<file path="config.mk">
export PLATFORM = sky130hd
export DESIGN_NAME = fetch_ctrl_flat
export DESIGN_NICKNAME = d
export VERILOG_FILES = /design/src/rtl/fetch_ctrl_if.sv /design/src/rtl/fetch_ctrl.sv /design/src/flat_wrapper.sv
export SDC_FILE = /design/constraint.sdc
export NUM_CORES = 1
export LEC_CHECK = 0
export ABC_AREA = 1
export BUFFER_PORTS_ARGS = -buffer_cell sky130_fd_sc_hd__clkbuf_2
export CAP_MARGIN = 30
export CORE_ASPECT_RATIO = 0.6
export CORE_MARGIN = 3
export CORE_UTILIZATION = 35
export CTS_CLUSTER_DIAMETER = 150
export CTS_CLUSTER_SIZE = 28
export DETAILED_ROUTE_END_ITERATION = 16
export GPL_TIMING_DRIVEN = 1
export HOLD_SLACK_MARGIN = 0.05
export PLACE_DENSITY_LB_ADDON = 0.15
export SYNTH_ARGS = -nofsm -noshare
export SYNTH_HDL_FRONTEND = slang
export SYNTH_SLANG_ARGS = --single-unit
export TNS_END_PERCENT = 10
</file>
<file path="constraint.sdc">
create_clock -name clk -period 1.6 [get_ports clk]
set_input_delay 0 -clock clk [delete_from_list [all_inputs] [get_ports clk]]
set_output_delay 0 -clock clk [all_outputs]
set_load 0.005 [all_outputs]
</file>
<file path="src/rtl/fetch_ctrl_if.sv">
// Signal bundle around fetch_ctrl: PC register, instruction memory and decode-side handshake.
// master = fetch_ctrl, slave = surrounding pipeline / memory.
interface fetch_ctrl_if;
  logic [31:0] pc_q;
  logic        pc_en;
  logic [31:0] pc_next;
  logic        imem_req;
  logic [31:0] imem_addr;
  logic        imem_ack;
  logic [31:0] imem_rdata;
  logic        stall;
  logic        redirect;
  logic [31:0] redirect_pc;
  logic        inst_valid;
  logic [31:0] inst_out;
  logic [31:0] inst_pc;

  modport master (
    input  pc_q, imem_ack, imem_rdata, stall, redirect, redirect_pc,
    output pc_en, pc_next, imem_req, imem_addr, inst_valid, inst_out, inst_pc
  );

  modport slave (
    output pc_q, imem_ack, imem_rdata, stall, redirect, redirect_pc,
    input  pc_en, pc_next, imem_req, imem_addr, inst_valid, inst_out, inst_pc
  );
endinterface

</file>
<file path="src/rtl/fetch_ctrl.sv">
// fetch_ctrl: single-outstanding instruction fetch sequencer between PC register, imem and decode.
// Define FETCH_PERF_EN to add perf_cnt, a wrapping count of instructions accepted by decode.
module fetch_ctrl #(
  parameter logic [31:0] PC_STEP = 32'd4
) (
  input  logic         clk,
  input  logic         rst,
  fetch_ctrl_if.master bus
`ifdef FETCH_PERF_EN
  ,
  output logic [31:0]  perf_cnt
`endif
);

  typedef enum logic [1:0] {S_IDLE, S_WAIT, S_HOLD, S_DROP} state_e;

  state_e      r_state;
  state_e      w_next_state;
  logic        r_imem_req;
  logic [31:0] r_imem_addr;
  logic        r_inst_valid;
  logic [31:0] r_inst_out;
  logic [31:0] r_inst_pc;
  logic        w_pc_en;
  logic [31:0] w_pc_next;
  logic        w_accept;

  // Decode takes the held word; a coincident redirect kills it instead.
  assign w_accept = (r_state == S_HOLD) && !bus.stall && !bus.redirect;

  always_comb begin
    // NOTE: every output of this block gets a default first, so no path can infer a latch.
    w_next_state = r_state;
    w_pc_en      = 1'b0;
    w_pc_next    = bus.pc_q;
    if (!rst) begin
      if (bus.redirect) begin
        w_pc_en   = 1'b1;
        w_pc_next = bus.redirect_pc;
      end
      unique case (r_state)
        S_IDLE: if (!bus.redirect) w_next_state = S_WAIT;
        S_WAIT: begin
          if (bus.imem_ack) begin
            if (bus.redirect) begin
              w_next_state = S_IDLE;
            end else begin
              w_next_state = S_HOLD;
              w_pc_en      = 1'b1;
              w_pc_next    = bus.pc_q + PC_STEP;
            end
          end else if (bus.redirect) begin
            w_next_state = S_DROP;
          end
        end
        S_HOLD: begin
          if (bus.redirect)     w_next_state = S_IDLE;
          else if (!bus.stall)  w_next_state = S_WAIT;
        end
        S_DROP: if (bus.imem_ack) w_next_state = S_IDLE;
      endcase
    end
  end

  always_ff @(posedge clk) begin
    // NOTE: sequential state uses non-blocking <= so all registers update from pre-edge values.
    if (rst) begin
      r_state      <= S_IDLE;
      r_imem_req   <= 1'b0;
      r_imem_addr  <= '0;
      r_inst_valid <= 1'b0;
      r_inst_out   <= '0;
      r_inst_pc    <= '0;
    end else begin
      r_state <= w_next_state;
      if (bus.redirect) r_inst_valid <= 1'b0;
      unique case (r_state)
        S_IDLE: begin
          if (!bus.redirect) begin
            r_imem_req  <= 1'b1;
            r_imem_addr <= bus.pc_q;
          end
        end
        S_WAIT: begin
          if (bus.imem_ack) begin
            r_imem_req <= 1'b0;
            if (!bus.redirect) begin
              r_inst_out   <= bus.imem_rdata;
              r_inst_pc    <= r_imem_addr;
              r_inst_valid <= 1'b1;
            end
          end
        end
        S_HOLD: begin
          if (w_accept) begin
            r_inst_valid <= 1'b0;
            r_imem_req   <= 1'b1;
            r_imem_addr  <= bus.pc_q;
          end
        end
        S_DROP: if (bus.imem_ack) r_imem_req <= 1'b0;
      endcase
    end
  end

`ifdef FETCH_PERF_EN
  always_ff @(posedge clk) begin
    if (rst)           perf_cnt <= '0;
    else if (w_accept) perf_cnt <= perf_cnt + 32'd1;
  end
`endif

  assign bus.pc_en      = w_pc_en;
  assign bus.pc_next    = w_pc_next;
  assign bus.imem_req   = r_imem_req;
  assign bus.imem_addr  = r_imem_addr;
  assign bus.inst_valid = r_inst_valid;
  assign bus.inst_out   = r_inst_out;
  assign bus.inst_pc    = r_inst_pc;

endmodule

</file>
<file path="src/flat_wrapper.sv">
// flat-port wrapper written by rule: the top's interface ports become plain ports
module fetch_ctrl_flat 
#(
  parameter logic [31:0] PC_STEP = 32'd4
)
  (clk, rst, bus_pc_q, bus_imem_ack, bus_imem_rdata, bus_stall, bus_redirect, bus_redirect_pc, bus_pc_en, bus_pc_next, bus_imem_req, bus_imem_addr, bus_inst_valid, bus_inst_out, bus_inst_pc);
  fetch_ctrl_if bus_i ();
  input  logic clk;
  input  logic rst;
  input wire logic [$bits(bus_i.pc_q)-1:0] bus_pc_q;
  input wire logic [$bits(bus_i.imem_ack)-1:0] bus_imem_ack;
  input wire logic [$bits(bus_i.imem_rdata)-1:0] bus_imem_rdata;
  input wire logic [$bits(bus_i.stall)-1:0] bus_stall;
  input wire logic [$bits(bus_i.redirect)-1:0] bus_redirect;
  input wire logic [$bits(bus_i.redirect_pc)-1:0] bus_redirect_pc;
  output wire logic [$bits(bus_i.pc_en)-1:0] bus_pc_en;
  output wire logic [$bits(bus_i.pc_next)-1:0] bus_pc_next;
  output wire logic [$bits(bus_i.imem_req)-1:0] bus_imem_req;
  output wire logic [$bits(bus_i.imem_addr)-1:0] bus_imem_addr;
  output wire logic [$bits(bus_i.inst_valid)-1:0] bus_inst_valid;
  output wire logic [$bits(bus_i.inst_out)-1:0] bus_inst_out;
  output wire logic [$bits(bus_i.inst_pc)-1:0] bus_inst_pc;
  assign bus_i.pc_q = bus_pc_q;
  assign bus_i.imem_ack = bus_imem_ack;
  assign bus_i.imem_rdata = bus_imem_rdata;
  assign bus_i.stall = bus_stall;
  assign bus_i.redirect = bus_redirect;
  assign bus_i.redirect_pc = bus_redirect_pc;
  assign bus_pc_en = bus_i.pc_en;
  assign bus_pc_next = bus_i.pc_next;
  assign bus_imem_req = bus_i.imem_req;
  assign bus_imem_addr = bus_i.imem_addr;
  assign bus_inst_valid = bus_i.inst_valid;
  assign bus_inst_out = bus_i.inst_out;
  assign bus_inst_pc = bus_i.inst_pc;
  fetch_ctrl #(.PC_STEP(PC_STEP)) u_core (.clk(clk), .rst(rst), .bus(bus_i));
endmodule
</file>
==> reports/results.tsv <==
stage	metric	value	unit
timing	Worst Max-Slew Pin Slew	410	ps
synth	Synth Cell Area	5420	µm²
cts	maximum clock path buffer count	2	
grt	vias in the first global route	6042	
final_layout	nets@finish	1235	
status	failing checks	setup timing	
grt	met1 usage	34.2	%
cts	number of CTS-inserted buffers	9	
timing	Setup violations, final	31	
setup_path	crit start category	flop	
final_layout	Layout area overhead	50.0	%
cts	clk_lat worst skew	340	ps
timing	crit share post-route	117	%
synth	compound-gate portion of the synthesized area	17.6	%
synth	Synth area leaders	dfxtp_1 37%, nor2_1 14%, o21ai_0 9.7%	
synth	largest family of logic cells by synthesized area	simple AND/OR/NAND/NOR gates	
die	floorplan row count	34	
setup_path	Max FO, Critical Path	6	
synth	simple-gate share of the synthesized area	33.6	%
setup_path	critical path buffer and inverter count	3	
cts	H-tree levels	3	
synth	number of flops mapped to enable cells by yosys	0	
grt	antenna violations before repair	0	
grt	GR Util met3	5.91	%
placement	placed cell count	1238	
route	Antenna Nets Post-Route	0	
cts	clk slew on worst S/H paths	80	ps
die	die footprint	17100	µm²
die	starting density of the core	36.6	%
power	pwr/cell area	1110	nW/µm²
synth	mux cell area share after synthesis	0	%
timing	Final Hold Viols	0	
setup_path	Worst EP required	1600	ps
placement	Post-Place Cell Area	6810	µm²
setup_path	critical path's slowest cell	dfxtp_2	
placement	Final GP Congestion	0.887	
synth	cell count after synthesis	825	
synth	most common flop cell mapped by yosys	dfxtp_1	
timing	f_max	0.535	GHz
timing	min Tclk post-route	1870	ps
synth	sequential fraction of the synthesis area	36.9	%
final_layout	Antenna Cells	0	
final_layout	design area	8130	µm²
min_path	Min-Delay Path Class	in -> reg	
route	DRC viols	0	
status	outcome	complete, but fails checks	
setup_path	CP cell instances	inv_2 > ha_4 > nand2_8 > inv_8 > nand2_4 > nor2_4 > nand2_2 > o21ai_2 > nand3_1 > o211ai_1 > buf_2	
cts	CTS tree	done	
synth	most numerous cell in the Yosys netlist	nor2_1	
placement	PortBufs	231	
route	TritonRoute pass-1 iters	4	
synth	Synth top area share	36.9	%
timing	RSZ-0062 raised after global routing	yes	
synth	Synth area leader	dfxtp_1	
synth	post-synthesis async set-or-reset flop share	0	%
grt	grt peak-use layer	met2	
setup_path	CP endpoint kind	output port	
final_layout	share of layout cells above drive strength 1	33.8	%
final_layout	Layout Cells excl Fill	1331	
timing	slew margin rel.	72.6	%
die	Die Y	102	µm
synth	yosys warns	0	
route	Total Wirelength	21100	µm
power	peak supply drop	0.573	mV
synth	Post-Synth Adder-Cell Area	1.15	%
setup_path	CP peak stage delay	340	ps
grt	GRT Residual Overflow	0	
grt	grt met2 use	36.7	%
flow_run	Max Cap Viol	0	
route	routed len/inst	15.9	µm
final_layout	register area	2000	µm²
route	DR vias	6532	
synth	Synth top cells by count	203 x nor2_1, 137 x nand2_1, 105 x o21ai_0	
timing	post-layout worst setup margin	-269	ps
route	vias per cell	4.91	
synth	flops & latches, synth	100	
cts	CTS sink cnt	100	
synth	syn nets	931	
route	initial DRC count	456	
synth	Synth cell types	40	
grt	largest net degree at the start of global routing	55	
synth	Synth Area in XOR/XNOR	1.11	%
die	# IOs	232	
placement	hpwl dp	15200	µm
setup_path	Crit Path Category	reg -> out	
setup_path	CP arrival	1870	ps
final_layout	# fillers	1515	
timing	clock skew	13.9	ps
final_layout	area occupied by multi-input gates	3100	µm²
grt	first-pass GRT wire length	32400	µm
cts	CTS root buf	clkbuf_16	
power	LEAKAGE	0.00387	µW
die	die width	167	µm
timing	Slew Viols, Final	0	
synth	average size of a mapped cell	6.57	µm²
grt	GR Util All Layers	23.7	%
setup_path	Crit path max-delay family	simple AND/OR/NAND/NOR gates	
die	core area	14800	µm²
==> metrics by stage <==
stage	total power [µW]	setup TNS [ps]	util [%]	setup WS [ps]	hold WS, ps
2_1_floorplan	4920	0	-	129	89.5
3_3_place_gp	6240	0	46.0	13.3	251
3_5_place_dp	6260	-102	46.0	-43.9	246
4_1_cts	8810	-2910	53.6	-211	37.3
5_1_grt	9580	-8790	54.9	-363	66.0
6_report	8990	-5300	54.9	-269	44.7
==> sequential cells by signal (all words and copies together), names as in the netlist <==
signal                 count
u_core.bus.imem_addr      32
u_core.bus.imem_req        1
u_core.bus.inst_out       32
u_core.bus.inst_pc        32
u_core.bus.inst_valid      1
u_core.r_state             2
==> per-layer routing <==
metal / share of wire (%) / up-vias / wire, µm
li1: - / 3302 / -
met1: 49 / 2980 / 10300
met2: 43 / 242 / 9120
met3: 7.8 / 8 / 1650
met4: 0.44 / 0 / 93
met5: 0 / - / 0
==> layout make-up <==
cell class,count,share of cell area (%)
Clock buffer,9,2.77
Clock inverter,6,0.708
Inverter,58,2.88
Multi-Input combinational cell,619,38.1
Sequential cell,100,24.6
Tap cell,198,3.05
Timing Repair Buffer,341,27.8
==> cells in the final DEF (no fill, tap or decap), drive strengths merged <==
cell / count
o31ai: 1
a21o: 1
o22ai: 2
nor4: 1
a21oi: 37
a211oi: 2
nor2: 219
o21bai: 2
xnor2: 2
o211ai: 6
o221ai: 2
dfxtp: 100
xor2: 4
nor3: 7
nand3: 38
buf: 62
ha: 5
inv: 60
bufbuf: 2
o21ai: 118
clkinv: 4
dlygate4sd3: 56
nand2: 150
clkbuf: 230
nand4: 14
a31oi: 6
o32ai: 2
==> where the power goes <==
| group | internal, µW | leakage, µW | switching [µW] | total, µW |
|---|---|---|---|---|
| Clock | 1090 | 0.000140 | 1040 | 2130 |
| Combinational | 1570 | 0.00291 | 1880 | 3460 |
| Sequential | 3020 | 0.000818 | 387 | 3410 |
==> cells by family after synthesis <==
| logic type | Yosys count |
|---|---|
| AND/OR/NAND/NOR | 429 |
| AO/OA/AOI/OAI | 179 |
| buffers and inverters | 106 |
| flip-flops | 100 |
| XOR/XNOR | 6 |
| adder cells (fa/ha/maj) | 5 |
==> final timing paths <==
| path | slack, ps | start | end | depth (start not counted) |
|---|---|---|---|---|
| min | 40 | bus_pc_q[2] | u_core.bus.imem_addr[2] | 3 |
| max | -270 | u_core.r_state[1] | bus_pc_next[11] | 11 |
| min reg2reg | 490 | u_core.bus.inst_pc[16] | u_core.bus.inst_pc[16] | 2 |
| max reg2reg | -10 | u_core.r_state[1] | u_core.bus.inst_valid | 9 |
==> worst min-delay path: stages <==
cell	delay (ps)
clkbuf_2	110
inv_1	100
a21oi_1	130
==> timing repair <==
item	CTS	global route
pin swaps	8	20
hold buffers	56	0
endpoints found under the setup margin	65	92
cloned	2	1
endpoints found under the hold margin	57	0
gates resized for setup	35	70
setup buffers	9	10
Note: power is estimated with default switching activity, not from simulation.
